--- src/rtl/core_pkg.sv ---
// Shared definitions for the fetch front end: FSM encoding, default reset PC, PC-to-word helper.
// Pure declarations; no latency or backpressure of its own.
// Imported by syn_pc_fetch.
package core_pkg;

    typedef enum logic [1:0] {
        S_IDLE  = 2'd0,
        S_FETCH = 2'd1,
        S_HOLD  = 2'd2,
        S_HALT  = 2'd3
    } fetch_state_t;

    localparam logic [31:0] DEFAULT_RESET_PC = 32'h0000_0000;

    // Byte PC to 32-bit word index; callers slice to their memory width.
    function automatic logic [29:0] pc_to_word(input logic [31:0] pc_byte);
        return pc_byte[31:2];
    endfunction

endpackage

--- src/rtl/sat_counter.sv ---
// Saturating up-counter cleared by synchronous active-low reset.
// Latency: q updates the edge after en. Backpressure: none; holds at all-ones once full.
// Used for the optional branch statistics.
module sat_counter #(
    parameter int W = 32
) (
    input  logic         clk,
    input  logic         rst_n,
    input  logic         en,
    output logic [W-1:0] q
);

    always_ff @(posedge clk) begin
        if (!rst_n) begin
            q <= '0;
        end else if (en && (q != {W{1'b1}})) begin
            q <= q + 1'b1;
        end
    end

endmodule

--- src/rtl/syn_pc_fetch.sv ---
// PC register and fetch sequencer: fetches word at pc over req/ack, hands it to decode over valid/ready.
// Latency: one bubble after reset, then >=1 cycle fetch + >=1 cycle hold (2 cycles/instr best case).
// Backpressure: imem stall keeps req/addr stable; decode stall holds inst. Macro PC_BRANCH_STAT_EN adds counters.
module syn_pc_fetch
    import core_pkg::*;
#(
    parameter logic [31:0] RESET_PC = DEFAULT_RESET_PC,
    parameter int          IMEM_AW  = 10
) (
    input  logic               clk,
    input  logic               rst_n,
    input  logic               halt_req,
    input  logic [31:0]        pc_new,
    input  logic               branched,
    output logic               imem_req,
    output logic [IMEM_AW-1:0] imem_addr,
    input  logic               imem_ack,
    input  logic [31:0]        imem_data,
    output logic [31:0]        inst,
    output logic               inst_valid,
    input  logic               inst_ready,
    output logic [31:0]        pc,
    output logic [31:0]        pc_4,
    output logic               halted,
    output logic [31:0]        taken_cnt,
    output logic [31:0]        retire_cnt
);

    fetch_state_t state;
    logic [29:0]  word_addr;
    logic         retire;

    assign word_addr = pc_to_word(pc);
    assign imem_addr = word_addr[IMEM_AW-1:0];
    assign pc_4      = pc + 32'd4;
    assign retire    = (state == S_HOLD) && inst_valid && inst_ready;

    always_ff @(posedge clk) begin
        if (!rst_n) begin
            state      <= S_IDLE;
            pc         <= RESET_PC;
            inst       <= '0;
            inst_valid <= 1'b0;
            imem_req   <= 1'b0;
            halted     <= 1'b0;
        end else begin
            case (state)
                S_IDLE: begin
                    state    <= S_FETCH;
                    imem_req <= 1'b1;
                end
                S_FETCH: begin
                    if (imem_ack) begin
                        inst       <= imem_data;
                        inst_valid <= 1'b1;
                        imem_req   <= 1'b0;
                        state      <= S_HOLD;
                    end
                end
                S_HOLD: begin
                    if (retire) begin
                        // Targets are word aligned; stray low bits from the where-to-go stage are dropped.
                        pc         <= {pc_new[31:2], 2'b00};
                        inst_valid <= 1'b0;
                        if (halt_req) begin
                            state  <= S_HALT;
                            halted <= 1'b1;
                        end else begin
                            state    <= S_FETCH;
                            imem_req <= 1'b1;
                        end
                    end
                end
                S_HALT: begin
                    imem_req   <= 1'b0;
                    inst_valid <= 1'b0;
                    halted     <= 1'b1;
                end
                default: begin
                    state <= S_IDLE;
                end
            endcase
        end
    end

`ifdef PC_BRANCH_STAT_EN
    sat_counter #(.W(32)) u_retire_cnt (
        .clk   (clk),
        .rst_n (rst_n),
        .en    (retire),
        .q     (retire_cnt)
    );

    sat_counter #(.W(32)) u_taken_cnt (
        .clk   (clk),
        .rst_n (rst_n),
        .en    (retire && branched),
        .q     (taken_cnt)
    );

    logic unused_bits;
    assign unused_bits = ^{pc_new[1:0], word_addr};
`else
    assign retire_cnt = 32'd0;
    assign taken_cnt  = 32'd0;

    logic unused_bits;
    assign unused_bits = ^{pc_new[1:0], word_addr, branched, retire};
`endif

endmodule

--- config.mk ---
export PLATFORM = sky130hd
export DESIGN_NAME = syn_pc_fetch
export DESIGN_NICKNAME = d
export VERILOG_FILES = /design/src/rtl/core_pkg.sv /design/src/rtl/sat_counter.sv /design/src/rtl/syn_pc_fetch.sv
export SDC_FILE = /design/constraint.sdc
export NUM_CORES = 1
export LEC_CHECK = 0
export CAP_MARGIN = 20
export CORE_MARGIN = 3
export CORE_UTILIZATION = 37
export DETAILED_ROUTE_END_ITERATION = 12
export PLACE_DENSITY_LB_ADDON = 0.25
export SLEW_MARGIN = 20
export SYNTH_ARGS = -nofsm -noshare
export SYNTH_HDL_FRONTEND = slang
export SYNTH_SLANG_ARGS = --single-unit
--- constraint.sdc ---
create_clock -name clk -period 2.2 [get_ports clk]
set_input_delay 0.33 -clock clk [delete_from_list [all_inputs] [get_ports clk]]
set_output_delay 0.33 -clock clk [all_outputs]
set_load 0.1 [all_outputs]
## Yosys cells after proc, flatten, opt, wreduce, memory -nomap -nowiden

Index checks and enable logic that the tools add are counted.
Widths: inputs -> output; s select.

- Output and inout bits: 173
- Logic and storage cells: 40
- Register bits after elaboration: 67

- Reduce and logical (&&, ||, !) cells: 12
- Multiplexer cells: 14
- Add/subtract/negate cells: 1
- Equality and inequality tests: 7

Operators by type and width:

| operator | count |
|---|---|
| $add 32x3->32 const B | 1 |
| $reduce_and 3->1 | 4 |
| $ne 2x2->1 const B | 4 |
| $mux 1 | 7 |
| $mux 2 | 3 |
| $pmux 2 s3 | 1 |
| $reduce_bool 3->1 | 2 |
| $eq 2x2->1 const B | 2 |
| $pmux 1 s4 | 1 |
| $reduce_and 2->1 | 2 |
| $pmux 1 s3 | 1 |
| $eq 2x1->1 const B | 1 |
| $logic_and 1x1->1 | 2 |
| $logic_not 2->1 | 1 |
| $pmux 1 s2 | 1 |
| $reduce_bool 2->1 | 1 |

## Depth between registers and ports, before layout

Gate-level depths: netlist of the first run.

- Depth in word-level cells: 5
- Depth in mapped cells: 7
- Gate-level depth less buffers: 6

## Worst setup path before layout of the first run

Ideal clock, no wire load.

- Path kind: register -> output
- Start point: register pc[2]
- End point: output port pc_4[26]
- Setup slack: -2,104 ps
- Required time: 1,870 ps
- Data arrival time: 3,974 ps
- Stages on the path, launching flop included: 6
- Cells stage by stage: dfxtp_1 ha_1 nand4_1 nor4_1 nand4_1 xnor2_1

- Cells in the longest elaborated chain, start to end: 1

RTL lines:

| what | line | source |
|---|---|---|
| from (decl) | syn_pc_fetch.sv:22 | `output logic [31:0] pc,` |
| from (signal assigned) | syn_pc_fetch.sv:63 | `pc <= {pc_new[31:2], 2'b00};` |
| $add 32x3->32 | syn_pc_fetch.sv:35 | `assign pc_4 = pc + 32'd4;` |
| to (decl) | syn_pc_fetch.sv:23 | `output logic [31:0] pc_4,` |

Every way passes these cells.

## Worst setup path in the final report of the first run

- Start point: register pc[3]
- End point: output port pc_4[23]

Same word-level chain as after synthesis.

==> impl_results.md, run 1 <==
* Synth area leader: dfxtp_1
* Reg2Reg Setup Slack at 0.44 ns
* Combinational power share at 0.406
* Worst Hold Class: flop to flop
* Avg Inst Size Synth at 8.01 sq um
* Synth Instances at ~470
* Root Buffer Master: clkbuf_8
* Antenna cells at 0
* DRT Pass-1 Iters at 4
* Post-CTS Hold Fix Bufs at 0
* CTS Buf Count at 9
* Largest net degree at the start of global routing at 33
* Leakage at 2.84 nW
* Register area share after synthesis at 0.358
* Die ar. at 0.0114 sq mm
* Status: finished with violations
* Gr usage total at 0.185
* Seq pwr share at 0.332
* Final Total Pwr at 3.98 mW
* Maxcap violations at 0
* Synth cell count leaders: nand2_1, buf_4, dfxtp_1
* Overflow after GRT at 0
* Skew-Pair Late Insertion Delay at 0.35 ns
* Synthesized flop and latch total at 67
* CTS tree: yes
* Final Hold Vio Count at 0
* Core Area at between 0.009 and 0.01 sq mm
* Antenna Nets Post-Route at 0
* Ranking of synthesized cells by area: dfxtp_1, buf_4, nand2_1
* Vias at roughly 3,600
* Crit path from: pc[3]$_SDFFE_PN0P_
* Placed cell area at ~0.0061 sq mm
* Die span in y at about 110 microns
* DR iter-0 viols at 83
* Sink Count at 67
* Post-synth EDFFs at 0
* Required @ worst endpoint at ~1.9 ns
* Routed vias/inst at 4.48
* First-pass GRT wire length at between 15 and 20 mm
* I/O pin cnt at ~240
* Busiest layer in global routing: met2
* Max FO, Critical Path at 8
* Async set-reset flop share out of synthesis at 0
* Hold wc startpoint: inst[28]$_SDFFE_PN0P_
* P_sw at 1.86 mW
* Synth Cell Area at roughly 0.0037 sq mm
* Routing usage on met2 at 0.318
* Worst path max stage delay at around 0.63 ns
* Most common cell in the netlist: nand2_1
* Layout cells sized above 1 at 0.360
* Final setup violation count at 20
* Crit Reg-Reg Startpoint: state[0]$_SDFFE_PN0P_
* Max-slew violation count at 0
* WL final at between 10 and 15 mm
* Post-route setup TNS at -4.02 ns
* R2R depth at 6
* Drc violations at 0
* Starting Density at 0.381
* Nets@finish at roughly 730
* Post-DP HPWL at 8.26 mm
* Synth warnings at 0
* Routed len/inst at between 10 and 15 microns
* Fillcell total at 854
* Critical path class: flop to primary output
* Clock period minus worst slack at between 2 and 2.5 ns
* Pint at roughly 2.1 mW
* Layout Skew at 0.00823 ns
* Finished Cell Area at ~0.0065 sq mm
* Critical Path, Cell by Cell: nand4_1 -> or4_4 -> nand3b_1 -> xnor2_4 -> buf_12
* Reg-to-reg endpoint: state[1]$_SDFFE_PN0P_
* Setup crit end kind: primary output
* GR Util met3 at 0.0584
* Synth top area share at 0.358
* Met1 Usage GRT at 0.214
* Failing checks: setup timing
* Max Root-Sink Buffers at 2
* Critical Path AT at 2.17 ns
* IO Port Bufs at 171
* Switching power share of the total at 0.466
* Initial antenna violation count at 0
* # rows at 36
* Max rail drop VDD at 0.613 mV
* Hold-critical path depth at 2
* RSZ-0062 raised after global routing: true
* Final worst-path cycle share at 1.13
* Max frequency at 0.401 GHz
* Final GP Congestion at between 0.7 and 0.8
* Library cells used by synthesis at 32
* Vias in the first global route at between 3,000 and 4,000
* Critical Path Slowest Stage Cell: or4_4
* WHS Endpoint: inst[28]$_SDFFE_PN0P_
* Worst-path clk slew at 0.08 ns
* CTS H-tree lvls at 3
* Die Width at 107 microns
* CP Launch Type: flop
* Area Overhead vs Synth at 72.4%
* Setup WS post-layout at -0.296 ns
* Pwr Density at 617 mW/mm^2
* Layout Utilization at 0.657
* Dominant synthesized flop cell: dfxtp_1
* Clock power share at 0.262
-- registers in the layout (all words and copies together) (netlist names) --
signal,count
state,2
inst_valid,1
pc,30
inst,32
halted,1
imem_req,1
-- power groups by stage --
| stage | Clock [mW] | Sequential [mW] | Combinational (mW) |
|---|---|---|---|
| finish | 1.04 | 1.32 | 1.62 |
| global route | 1.14 | 1.34 | 1.68 |
| CTS | 1.09 | 1.32 | 1.62 |
| detailed placement | 0 | 1.35 | 1.62 |
| global placement | 0 | 1.35 | 1.60 |
| floorplan | 0 | 1.85 | 0.880 |
-- cells by family (layout without fill, tap and decap cells) --
kind of cell               count (synthesis)  after routing  synth area share
muxes                                      3              3           0.00802
other                                      1             68           0.00100
xor gates and xnor gates                  28             28            0.0655
AOI/OAI and AO/OA                         68             68             0.136
buffers and inverters                    105            234             0.186
adders and majority gates                  5              5            0.0167
DFF                                       67             67             0.358
and+or+nand+nor                          190            190             0.228
-- stage by stage --
stage / worst slack, ns / cells / hold WS, ns
6_report: -0.296 / 796 / 0.466
5_1_grt: -0.404 / 796 / 0.480
4_1_cts: -0.328 / 793 / 0.448
3_5_place_dp: -0.0266 / 767 / 0.460
3_3_place_gp: 0.00369 / 767 / 0.450
2_1_floorplan: -0.420 / 534 / 0.464
-- placed cells by master, fill, tap and decap left out, drive strengths merged, types with 3 or more instances in the layout --
cell and n:
nand3 10, clkbuf 9, inv 11, and4 3, nand4 10, xnor2 15, ha 5, and2 4
buf 147, mux2i 3, and3 3, nand2 136, xor2 13, clkdlybuf4s50 65, a21boi 63, dfxtp 67
nor2 7, conb 68, nor2b 3, nor3 9
-- area by class of cell --
| class | count | area (sq um) | area share |
|---|---|---|---|
| well taps | 133 | 166 | 0.0258 |
| repair buffers | 212 | 2110 | 0.327 |
| inverters | 6 | 22.5 | 0.00349 |
| clock buffers | 9 | 124 | 0.0192 |
| flip-flops and latches | 67 | 1430 | 0.222 |
| clock inverters | 7 | 72.6 | 0.0112 |
| multi-input cells | 362 | 2530 | 0.392 |
-- worst max-delay path by stage --
stage,end,slack [ns]
2_1_floorplan,pc_4[23],-0.42
3_3_place_gp,pc_4[26],0.004
3_5_place_dp,pc_4[26],-0.03
4_1_cts,pc_4[26],-0.33
5_1_grt,pc_4[23],-0.40
6_report,pc_4[23],-0.30
-- metal layers --
layer  vias to the layer above  part of all wire
met5                         -                 0
met4                         0             0.016
met3                        14             0.086
met2                       144              0.51
met1                      1662              0.39
li1                       1749                 -
-- what timing repair did --
| action | CTS | global route |
|---|---|---|
| pin swaps | 15 | 7 |
| gates cloned | 0 | 0 |
| setup endpoints to repair | 21 | 22 |
| setup buffers | 11 | 3 |
| gates resized for setup | 13 | 10 |
-- critical path, delay by kind of cell (launching register included) --
family,cells,cell delay [ns]
flops,1,0.37
buf+inv,1,0.19
xor+xnor,1,0.20
simple gates,3,1.05
Note: power is estimated with default switching activity, not from simulation.
==> inputs of run 2 (changes only) <==
Settings changed: SYNTH_HIERARCHICAL from default to 1.
Clock period 2.2 ns to 2.5 ns, I/O delays scaled along.
==> run 2 against run 1 <==
Compared with the run above:
- the run still ends with setup timing left
- count of clock-buffer cells in the layout grew 4
- register-to-register slack gained 0.31 ns
- via count shrank 0.56%
- non-clock buffer count shrank 5
- synthesized cell count is the same
- global-route usage shrank 0.85 points
- wire length shrank 1.7%
- clock power shrank 21%
- critical path depth is the same
- largest cell class unchanged
==> impl_results.md, run 2 <==
* Layout cells sized above 1 at 0.347
* Max frequency at 0.396 GHz
* Synthesized flop and latch total at 67
* Hold-critical path depth at 2
* Biggest regs: inst: 32 flops, pc: 30 flops, state: 2 flops
* Synth Instances at approximately 470
* Dominant synthesized flop cell: dfxtp_1
* Antenna Nets Post-Route at 0
* I/O pin cnt at about 240
* Most common cell after layout, fill and taps aside: nand2_1
* CP Launch Type: flop
* GR Util met3 at 0.0590
* Finished Cell Area at around 0.0063 sq mm
* Synth top area share at 0.358
* Setup crit end kind: primary output
* CTS Buf Count at 9
* Max-slew violation count at 0
* Critical Path, Cell by Cell: nand4_1 -> or4_4 -> nand3b_1 -> xnor2_4 -> buf_12
* Die Width at 107 microns
* Clock period minus worst slack at about 2.5 ns
* Final Hold Vio Count at 0
* Synth Cell Area at 0.00374 sq mm
* Slew margin rel. at 0.615
* Synth cell count leaders: nand2_1, buf_4, dfxtp_1
* Worst-path clk slew at 0.07 ns
* # rows at 36
* DRT Pass-1 Iters at 4
* Antenna cells at 0
* Library cells used by synthesis at 32
* Die ar. at around 0.011 sq mm
* Post-DP HPWL at 7.81 mm
* Routed vias/inst at approximately 4.5
* Synth area leader: dfxtp_1
* Overflow after GRT at 0
* Final GP Congestion at 0.777
* Critical Path Slowest Stage Cell: or4_4
* CTS tree: yes
* Vias at 3,549
* Layout Skew at around 0.0092 ns
* Skew-Pair Late Insertion Delay at 0.33 ns
* Met1 Usage GRT at 0.203
* Die span in y at ~110 microns
* Routing usage on met2 at 0.299
* Async set-reset flop share out of synthesis at 0
* Initial antenna violation count at 0
* Gr usage total at 0.177
* Register area share after synthesis at 0.358
* Avg Inst Size Synth at approximately 8.0 sq um
* First-pass GRT wire length at about 16 mm
* Hold_ws at roughly 0.46 ns
* R2R depth at 6
* Crit Reg-Reg Startpoint: state[0]$_SDFFE_PN0P_
* Worst path max stage delay at 0.63 ns
* Final Total Pwr at 3.40 mW
* Sink Count at 67
* Ranking of synthesized cells by area: dfxtp_1, buf_4, nand2_1
* Post-synth EDFFs at 0
* IO Port Bufs at 171
* Placed cell count at around 750
* Most common cell in the netlist: nand2_1
* WL final at 10.6 mm
* Max rail drop VDD at 0.465 mV
* Final worst-path cycle share at 1.01
* Routed len/inst at 13.4 microns
* Vias in the first global route at 3,315
* Max FFs per register at 32
* Drc violations at 0
* Worst Hold Class: flop to flop
* Placed cell area at 0.00585 sq mm
* WHS Endpoint: inst[0]$_SDFFE_PN0P_
* Leakage at 2.75 nW
* Pwr Density at 540 mW/mm^2
* Worst slew pin tran at 0.577 ns
* Reg2Reg Setup Slack at roughly 0.75 ns
* Most flops, register: inst
* Critical path class: flop to primary output
* Maxcap violations at 0
* Required @ worst endpoint at 2.12 ns
* Most frequent cells in the layout: nand2_1, buf_4, conb_1
* Area Overhead vs Synth at 68.3%
* Core Area at 0.00982 sq mm
* Largest net degree at the start of global routing at 68
* Hold wc startpoint: inst[0]$_SDFFE_PN0P_
* RSZ-0062 raised after global routing: true
* DR iter-0 viols at 82
* Critical Path AT at 2.15 ns
* Nets@finish at ~730
* Max FO, Critical Path at 8
* Layout Cells excl Fill at 790
* Final setup violation count at 3
* Failing checks: setup timing
* CTS H-tree lvls at 3
* Max Root-Sink Buffers at 2
* Root Buffer Master: clkbuf_8
* Status: finished with violations
* Busiest layer in global routing: met2
* Reg-to-reg endpoint: state[1]$_SDFFE_PN0P_
* Setup WS post-layout at -0.0255 ns
* Starting Density at 0.381
* Synth warnings at 6
[run 2: cell counts after synthesis]
Identical to the previous run, type by type.
[run 2: worst max path at each step]
stage                     endpoint  cells past startpoint  slack [ns]                start
final                     pc_4[23]                      5       -0.03   pc[3]$_SDFFE_PN0P_
after global routing      pc_4[26]                      6       -0.12  pc[10]$_SDFFE_PN0P_
after CTS                 pc_4[26]                      7       -0.13   pc[2]$_SDFFE_PN0P_
after floorplan           pc_4[23]                      5       -0.18   pc[2]$_SDFFE_PN0P_
after global placement    pc_4[22]                      6        0.22   pc[3]$_SDFFE_PN0P_
after detailed placement  pc_4[26]                      6        0.19   pc[2]$_SDFFE_PN0P_
[run 2: cell type report]
cell class / instances / area, sq um
multi-input combinational: 362 / 2480
clock buffer: 13 / 169
inverter: 6 / 22.5
fill: 827 / 3520
sequential: 67 / 1430
clock inverter: 2 / 10.0
timing repair buffer: 207 / 2020
tap: 133 / 166
[run 2: power by group]
group / total (mW) / internal [mW] / switching [mW] / leakage (nW)
logic: 1.42 / 0.284 / 1.13 / 2.09
registers: 1.17 / 1.12 / 0.0491 / 0.564
clock network: 0.820 / 0.434 / 0.387 / 0.0953
[run 2: per-layer routing]
metal  vias to the layer above  part of all wire
met1                      1635              0.40
li1                       1740                 -
met2                       158              0.49
met5                         -                 0
met4                         0             0.019
met3                        16             0.095
[run 2: worst max-delay path, delay by kind of cell (launching register included)]
kind          cells  cell delay [ns]
xor+xnor          1             0.20
buf+inv           1             0.19
flops             1             0.38
simple gates      3             1.05
[run 2: through the flow]
| step | setup WS [ns] | utilization | setup TNS [ns] |
|---|---|---|---|
| after floorplan | -0.181 | - | -1.39 |
| after global placement | 0.221 | 0.596 | 0 |
| after detailed placement | 0.192 | 0.596 | 0 |
| after CTS | -0.126 | 0.628 | -0.440 |
| after global routing | -0.122 | 0.641 | -0.775 |
| final | -0.0255 | 0.641 | -0.0425 |
[run 2: what timing repair did]
action,4_1_cts,5_1_grt
buffers inserted,16,13
gates resized for setup,2,5
hold buffers,0,0
pin swaps,7,12
setup endpoints to repair,15,17
endpoints found under the hold margin,0,0
[run 2: cells by family (layout without fill, tap and decap cells)]
family                     after synthesis  after routing  synth area share
muxes                                    3              3           0.00802
adders and majority gates                5              5            0.0167
DFF                                     67             67             0.358
other                                    1             68           0.00100
and+or+nand+nor                        190            190             0.228
AOI/OAI and AO/OA                       68             68             0.136
buffers and inverters                  105            228             0.186
xor gates and xnor gates                28             28            0.0655
